[src/rtl/seg_scan_driver.sv]
// Time-multiplexed N-digit 7-segment scanner: BCD decode, leading-zero blanking,
// frame-synchronous input shadowing and a dead cycle at every digit switch.
module seg_scan_driver #(
  parameter int NUM_DIGITS     = 4,
  parameter int SCAN_DIV       = 50000,
  parameter int SEG_ACTIVE_LOW = 0,
  parameter int AN_ACTIVE_LOW  = 1
) (
  input  logic                    clk,
  input  logic                    rst,
  input  logic                    en,
  input  logic [4*NUM_DIGITS-1:0] bcd,
  input  logic [NUM_DIGITS-1:0]   dp_in,
  input  logic                    lz_blank,
  output logic [6:0]              seg,
  output logic                    dp,
  output logic [NUM_DIGITS-1:0]   an,
  output logic                    frame
);

  localparam int DW = (SCAN_DIV > 1) ? $clog2(SCAN_DIV) : 1;
  localparam int IW = (NUM_DIGITS > 1) ? $clog2(NUM_DIGITS) : 1;
  localparam logic [DW-1:0] DIV_LAST = DW'(SCAN_DIV - 1);
  localparam logic [IW-1:0] IDX_LAST = IW'(NUM_DIGITS - 1);
  localparam logic SEG_INV = (SEG_ACTIVE_LOW != 0);
  localparam logic AN_INV  = (AN_ACTIVE_LOW != 0);

  logic [DW-1:0]                div_cnt;
  logic [IW-1:0]                idx;
  logic [NUM_DIGITS-1:0][3:0]   sh_bcd;
  logic [NUM_DIGITS-1:0]        sh_dp;
  logic                         sh_lz;
  logic                         tick;
  logic                         wrap;
  logic                         zero_run;
  logic [NUM_DIGITS-1:0]        lz_mask;
  logic [6:0]                   seg_next;
  logic                         dp_next;
  logic [NUM_DIGITS-1:0]        an_next;

  function automatic logic [6:0] decode(input logic [3:0] d);
    case (d)
      4'd0:    return 7'h3F;
      4'd1:    return 7'h06;
      4'd2:    return 7'h5B;
      4'd3:    return 7'h4F;
      4'd4:    return 7'h66;
      4'd5:    return 7'h6D;
      4'd6:    return 7'h7D;
      4'd7:    return 7'h07;
      4'd8:    return 7'h7F;
      4'd9:    return 7'h6F;
      default: return 7'h00;
    endcase
  endfunction

  assign tick = en && (div_cnt == DIV_LAST);
  assign wrap = (idx == IDX_LAST);

  // Scan from the most significant digit down; the run of blankable digits
  // ends at the first non-zero nibble or set decimal point. Digit 0 never blanks.
  always_comb begin
    lz_mask  = '0;
    zero_run = 1'b1;
    for (int unsigned i = 1; i < NUM_DIGITS; i++) begin
      zero_run = zero_run && (sh_bcd[NUM_DIGITS-i] == 4'd0) && !sh_dp[NUM_DIGITS-i];
      lz_mask[NUM_DIGITS-i] = sh_lz && zero_run;
    end
  end

  always_comb begin
    seg_next = '0;
    dp_next  = 1'b0;
    an_next  = '0;
    if (en && !lz_mask[idx]) begin
      seg_next = decode(sh_bcd[idx]);
      dp_next  = sh_dp[idx];
    end
    if (en && (div_cnt != '0)) begin
      an_next = NUM_DIGITS'(1) << idx;
    end
  end

  always_ff @(posedge clk or posedge rst) begin
    if (rst) begin
      div_cnt <= '0;
      idx     <= '0;
      sh_bcd  <= '0;
      sh_dp   <= '0;
      sh_lz   <= 1'b0;
    end else if (tick) begin
      div_cnt <= '0;
      idx     <= wrap ? '0 : idx + 1'b1;
      if (wrap) begin
        sh_bcd <= bcd;
        sh_dp  <= dp_in;
        sh_lz  <= lz_blank;
      end
    end else if (en) begin
      div_cnt <= div_cnt + 1'b1;
    end
  end

  always_ff @(posedge clk or posedge rst) begin
    if (rst) begin
      seg   <= {7{SEG_INV}};
      dp    <= SEG_INV;
      an    <= {NUM_DIGITS{AN_INV}};
      frame <= 1'b0;
    end else begin
      seg   <= seg_next ^ {7{SEG_INV}};
      dp    <= dp_next ^ SEG_INV;
      an    <= an_next ^ {NUM_DIGITS{AN_INV}};
      frame <= tick && wrap;
    end
  end

endmodule

[config.mk]
export PLATFORM = sky130hd
export DESIGN_NAME = seg_scan_driver
export DESIGN_NICKNAME = d
export VERILOG_FILES = /design/src/rtl/seg_scan_driver.sv
export SDC_FILE = /design/constraint.sdc
export NUM_CORES = 1
export LEC_CHECK = 0
export ABC_AREA = 1
export BUFFER_PORTS_ARGS = -buffer_cell sky130_fd_sc_hd__buf_2
export CORE_ASPECT_RATIO = 0.5
export CORE_UTILIZATION = 60
export CTS_BUF_LIST = sky130_fd_sc_hd__clkbuf_2 sky130_fd_sc_hd__clkbuf_4 sky130_fd_sc_hd__clkbuf_8
export CTS_CLUSTER_SIZE = 14
export DETAILED_ROUTE_END_ITERATION = 16
export GPL_TIMING_DRIVEN = 1
export HOLD_SLACK_MARGIN = 0.08
export PLACE_DENSITY = 0.84
export SETUP_SLACK_MARGIN = 0.2
export SLEW_MARGIN = 10
export SYNTH_ARGS = -nofsm -noshare
export SYNTH_HDL_FRONTEND = slang
export SYNTH_SLANG_ARGS = --single-unit
[constraint.sdc]
create_clock -name clk -period 5.19 [get_ports clk]
set_clock_uncertainty 0.2 [all_clocks]
set_input_delay 0.2595 -clock clk [delete_from_list [all_inputs] [get_ports clk]]
set_output_delay 0.2595 -clock clk [all_outputs]
set_load 0.02 [all_outputs]
### Yosys cells after proc, flatten, opt, wreduce, memory -nomap -nowiden

Memories as Yosys holds them, arrays and structs flattened.
Cells that the tools add are included.

| cells by class | value |
|---|---|
| reduce and logical (&&, ||, !) cells | 22 |
| equal/unequal tests | 2 |
| $add $sub $neg | 2 |
| bitwise gates (word level) | 1 |
| order comparisons | 1 |
| shift-type cells | 1 |
| mux-type cells | 12 |

Operator list:

| kind | number |
|---|---|
| $mux W16 | 2 |
| $add A16 B1 Y16 const B | 1 |
| $eq A16 B16 Y1 const B | 1 |
| $reduce_bool A16 Y1 | 1 |
| $logic_and A1 B1 Y1 | 12 |
| $logic_not A4 Y1 | 3 |
| $bmux W4 S2 | 1 |
| $mux W4 | 2 |
| $mux W7 | 1 |
| $bmux W1 S2 | 2 |
| $logic_not A1 Y1 | 4 |
| $not A4 Y4 | 1 |
| $shl A1 B2 Y4 const A | 1 |
| $lt A2 B3 Y1 const B | 1 |
| $mux W1 | 3 |
| $add A2 B1 Y2 const B | 1 |
| $eq A2 B2 Y1 const B | 1 |
| $mux W2 | 1 |
| $reduce_and A2 Y1 | 1 |
| $reduce_bool A2 Y1 | 1 |

| storage, ports and cells | value |
|---|---|
| word-level logic and storage cells | 54 |
| memories | 1 |
| bits of input ports | 24 |
| ROM bits | 112 |
| output and inout bits | 13 |
| flip-flop bits (word level) | 52 |

Memories:

| memory | depth | bits a word | rd ports | clocked after memory_dff | wr ports | RTL line | text |
|---|---|---|---|---|---|---|---|
| (name not given) | 16 | 7 | 1 | 0 | 0 | 42 | `case (d)` |

### Longest topological paths before layout

| depth | value |
|---|---|
| depth after elaboration | 12 |
| mapped depth | 12 |

### Worst setup path after synthesis

OpenSTA, ideal clock, no wires.

| timing path | value |
|---|---|
| path kind | register -> register |
| from | reg idx[1] |
| to | reg seg[5] |
| arrival time | 1.498 ns |
| clock period less this slack | 1.771 ns |
| cell stages (with the launch flop) | 10 |
| path slack | 3.419 ns |
| path through | dfrtp_1 > buf_2 > inv_1 > nand3_1 > nand2_1 > inv_1 > ha_1 > o21ai_0 > nor2_1 > nor2_1 |

| between the ends | value |
|---|---|
| word-level cells in the longest chain between the ends | 5 |
| elaborated cells between the ends (all ways) | 8 |
| those cells by class | 5 x mux; 2 x reduce/logical; 1 x memory |

Ends and longest elaborated chain:

| item | RTL line | text |
|---|---|---|
| start, declared | 29 | `logic [IW-1:0] idx;` |
| start signal, assigned | 93 | `idx <= wrap ? '0 : idx + 1'b1;` |
| branches (longest 4 deep; another with $mem_v2 Z16 W7) | -- |  |
| $mux W7 (*) | 75 | `if (en && !lz_mask[idx]) begin` |
| named net seg_next[5] | 37 | `logic [6:0] seg_next;` |
| end signal, assigned | 106 | `seg <= {7{SEG_INV}};` |
| end signal, assigned | 111 | `seg <= seg_next ^ {7{SEG_INV}};` |
| end, declared | 15 | `output logic [6:0] seg,` |

Mark *: on every way through the listed nets, which the timed path passes. The select of a mux whose other input is x is not followed.
A chain may end at the register's enable or synchronous reset.

### Final worst setup path

| timing path | value |
|---|---|
| from | reg div_cnt[12] |
| to | reg sh_bcd[6] (netlist name) |

| between the ends | value |
|---|---|
| word-level cells in the longest chain between the ends | 3 |

Ends and longest elaborated chain:

| item | RTL line | text |
|---|---|---|
| start, declared | 28 | `logic [DW-1:0] div_cnt;` |
| start signal, assigned | 100 | `div_cnt <= div_cnt + 1'b1;` |
| $eq A16 B16 Y1 | 57 | `assign tick = en && (div_cnt == DIV_LAST);` |
| $logic_and A1 B1 Y1 | 57 |  |
| $reduce_and A2 Y1 (no source line) | -- |  |
| end signal, assigned | 88 | `sh_bcd <= '0;` |
| end signal, assigned | 95 | `sh_bcd <= bcd;` |
| end, declared | 30 | `logic [NUM_DIGITS-1:0][3:0] sh_bcd;` |

Every way passes these cells.

==> flow_metrics.tcl <==
set metrics [dict create \
    postSynthAreaPerCell_sq_um 7.804 \
    yosys_warnings 0 \
    endpoint_kind "register" \
    grt_max_degree 53 \
    r2r_slack_ns 2.46 \
    htree_levels 2 \
    antennaDiodeCount 0 \
    vias 2651 \
    start_util_pct 63.42 \
    syn-num-nets 398 \
    synth_seq_area_share_pct 46.11 \
    cp-start-kind "register" \
    drt-wirelength-per-cell_um 13.94 \
    die-area_sq_um 5017 \
    r2r-end "sh_bcd[6]" \
    regToRegStartpoint "div_cnt[12]" \
    clk_pin_slew_ns 0.09 \
    vdd_drop_max_v 0.0001652 \
    cap_violations 0 \
    fmax_mhz 366.2 \
    crit_slowest_cell "nor3_4" \
    drv_slew 0 \
    num_io_pins 37 \
    syn_to_final_growth_pct 18.42 \
    setup_viol 0 \
    fin_crit_sh_pct 52.61 \
    status "finished, final reports clean" \
    hold_depth 2 \
    critPathMaxStageDelay_ns 0.76 \
    period_minus_slack_ns 2.731 \
    cp_cell_sequence "nor2_1 -> nand3_1 -> nor3_4 -> nand3_2 -> nand2_1 -> nand2_1" \
    cts_tree "yes" \
    viasPerCell 5.605 \
    grt_first_pass_wirelength_um 11100 \
    finalSetupTns_ns 0 \
    crit_type "reg -> reg" \
    reg2reg_depth 6 \
    dp_slack_ns 2.502 \
    grtUsageTotal_pct 28.81 \
    post_cts_buffers 0 \
    yosysTopAreaCell "dfrtp_1" \
    leakage_uw 0.001749 \
    hold_viol_final 0 \
    finalNetCount 450 \
    critPathLaunch "div_cnt[12]" \
    cp_max_fo 23 \
    cts_resized 0 \
    grt_pass1_vias 2396 \
    wirelength_um 6595 \
    core-area_sq_um 4467 \
    fp.dieH_um 50.59 \
    fill_cells 322 \
    worstMarginPinSlew_ns 1.046 \
    cts_made_buffers 5 \
    rsz0062_at_grt "false" \
    worstPathArrival_ns 2.74 \
    num_rows 17 \
    gp_congestion 0.8846 \
    antenna_found_initial 0 \
    cp.required_ns 5.20 \
    fp.dieW_um 99.17 \
    critPathCapture "sh_bcd[6]" \
    postCtsHoldBufs 22 \
    cpMostUsedCell "nand2_1" \
    first_pass_iters 5 \
    hold_path_class "in -> reg" \
    cts_sinks 52 \
    drtIter0Drc 208 \
    yosysTopAreaCellShare_pct 42.40 \
    hpwlAfterDp_um 4167 \
    route.detailed.drc 0 \
    power_density_nw_per_um2 269.6 \
    worst_slack_ns 2.459 \
    ys_top_cells_by_area "dfrtp_1 (42%), nand2_1 (14%), nor2_1 (6.9%), nand3_1 (6.2%), nand4_1 (5.1%)" \
    cts_buffer_depth 2 \
    ys_types 31 \
    clock-root-buffer "clkbuf_8" \
    clk_latency_ns 0.31 \
    portBuffers 36 \
    slew_headroom_pct 30.20 \
    ys_seq_elements 52 \
    layout-drive-gt1-share_pct 14.18 \
    syn_inst 363 \
    syn_area_sq_um 2833 \
    ant_nets 0 \
    gr-total-overflow 0 \
]
[critical path, delay by kind of cell (launching register included)]
| family | cells | cell delay, ns |
|---|---|---|
| flip-flops | 1 | 0.44 |
| AND/OR/NAND/NOR | 6 | 1.98 |
[placed cells by master, fill, tap and decap left out]
master,synthesis,final
inv_1,28,27
nor3b_2,1,1
nor4_1,1,1
nor3_2,1,1
buf_4,2,1
nor3_1,2,2
nand3_2,2,2
or2_2,1,1
o21ai_0,8,8
nor3_4,1,1
o211ai_1,1,1
buf_2,7,36
o21bai_1,1,1
xor2_1,4,4
xnor2_1,3,3
nor3b_1,2,2
nand2_2,2,2
nand3b_1,2,2
dfrtp_1,48,48
a21oi_1,6,6
clkbuf_8,0,7
ha_1,11,11
bufinv_16,0,1
dlygate4sd3_1,0,22
dfstp_2,4,4
nand4_1,23,23
nand3_1,35,35
and3_1,1,1
nor2_1,52,52
inv_2,1,2
nand2_1,108,108
[layer usage]
metal / global-route usage [%] / part of all wire [%]
met5: 0 / 0
met4: 10.29 / 1.6
met3: 6.267 / 7.1
met2: 47.20 / 48
met1: 38.42 / 43
[worst min path at each step]
stage / from / endpoint
after CTS: en / an[2]
after global routing: en / an[3]
after floorplan: bcd[0] / sh_bcd[0]
after detailed placement: sh_dp[1] / sh_dp[1]
final: en / an[2]
after global placement: sh_dp[3] / sh_dp[3]
[metrics by stage]
stage / utilization [%] / total power (uW) / cells / hold WS (ns) / area (sq um)
2_1_floorplan: - / 554.6 / 363 / 0.2081 / 2833
3_3_place_gp: 67.34 / 584.2 / 443 / 0.2602 / 3008
3_5_place_dp: 67.34 / 590.0 / 443 / 0.2653 / 3008
4_1_cts: 75.10 / 906.9 / 473 / 0.1277 / 3354
5_1_grt: 75.10 / 945.3 / 473 / 0.1424 / 3354
6_report: 75.10 / 904.5 / 473 / 0.1372 / 3354
[flip-flops by register name, indices dropped and copies added (netlist names)]
| name | count |
|---|---|
| dp | 1 |
| sh_lz | 1 |
| sh_dp | 4 |
| div_cnt | 16 |
| an | 4 |
| seg | 7 |
| idx | 2 |
| sh_bcd | 16 |
| frame | 1 |
[cell families after synthesis]
group	Yosys count	synth area share, %
compound gates	16	3.004
buf+inv	43	6.802
xor+xnor	7	2.164
fa+ha+maj	11	4.859
flops	52	46.11
simple gates	234	37.06
[area by class of cell]
class,instances,area [sq um],share of cell area [%]
Tap cell,57,71.32,2.126
Multi-Input combinational cell,268,1334,39.76
Clock buffer,7,96.34,2.872
Sequential cell,52,1306,38.94
Timing Repair Buffer,59,407.9,12.16
Clock inverter,1,30.03,0.8952
Inverter,29,108.9,3.245
[cell usage after synthesis]
library cell	count
nor4_1	1
and3_1	1
inv_2	1
o21bai_1	1
nor2_1	52
nor3_1	2
nor3b_1	2
o21ai_0	8
dfrtp_1	48
nand2_1	108
nor3_2	1
dfstp_2	4
nand3_1	35
nand3b_1	2
nand2_2	2
o211ai_1	1
buf_4	2
buf_2	7
clkbuf_1	2
xnor2_1	3
nand4_1	23
ha_1	11
inv_1	28
a21oi_1	6
xor2_1	4
or2_2	1
buf_6	2
buf_1	1
nand3_2	2
nor3_4	1
nor3b_2	1
[report_power, final]
group | total, uW | switching [uW] | leakage, uW | internal [uW]
clock | 304 | 134 | 0.0000645 | 170
combinational | 135 | 79.2 | 0.00101 | 55.6
sequential | 465 | 33.8 | 0.000676 | 431
(Power assumes the default switching activity.)
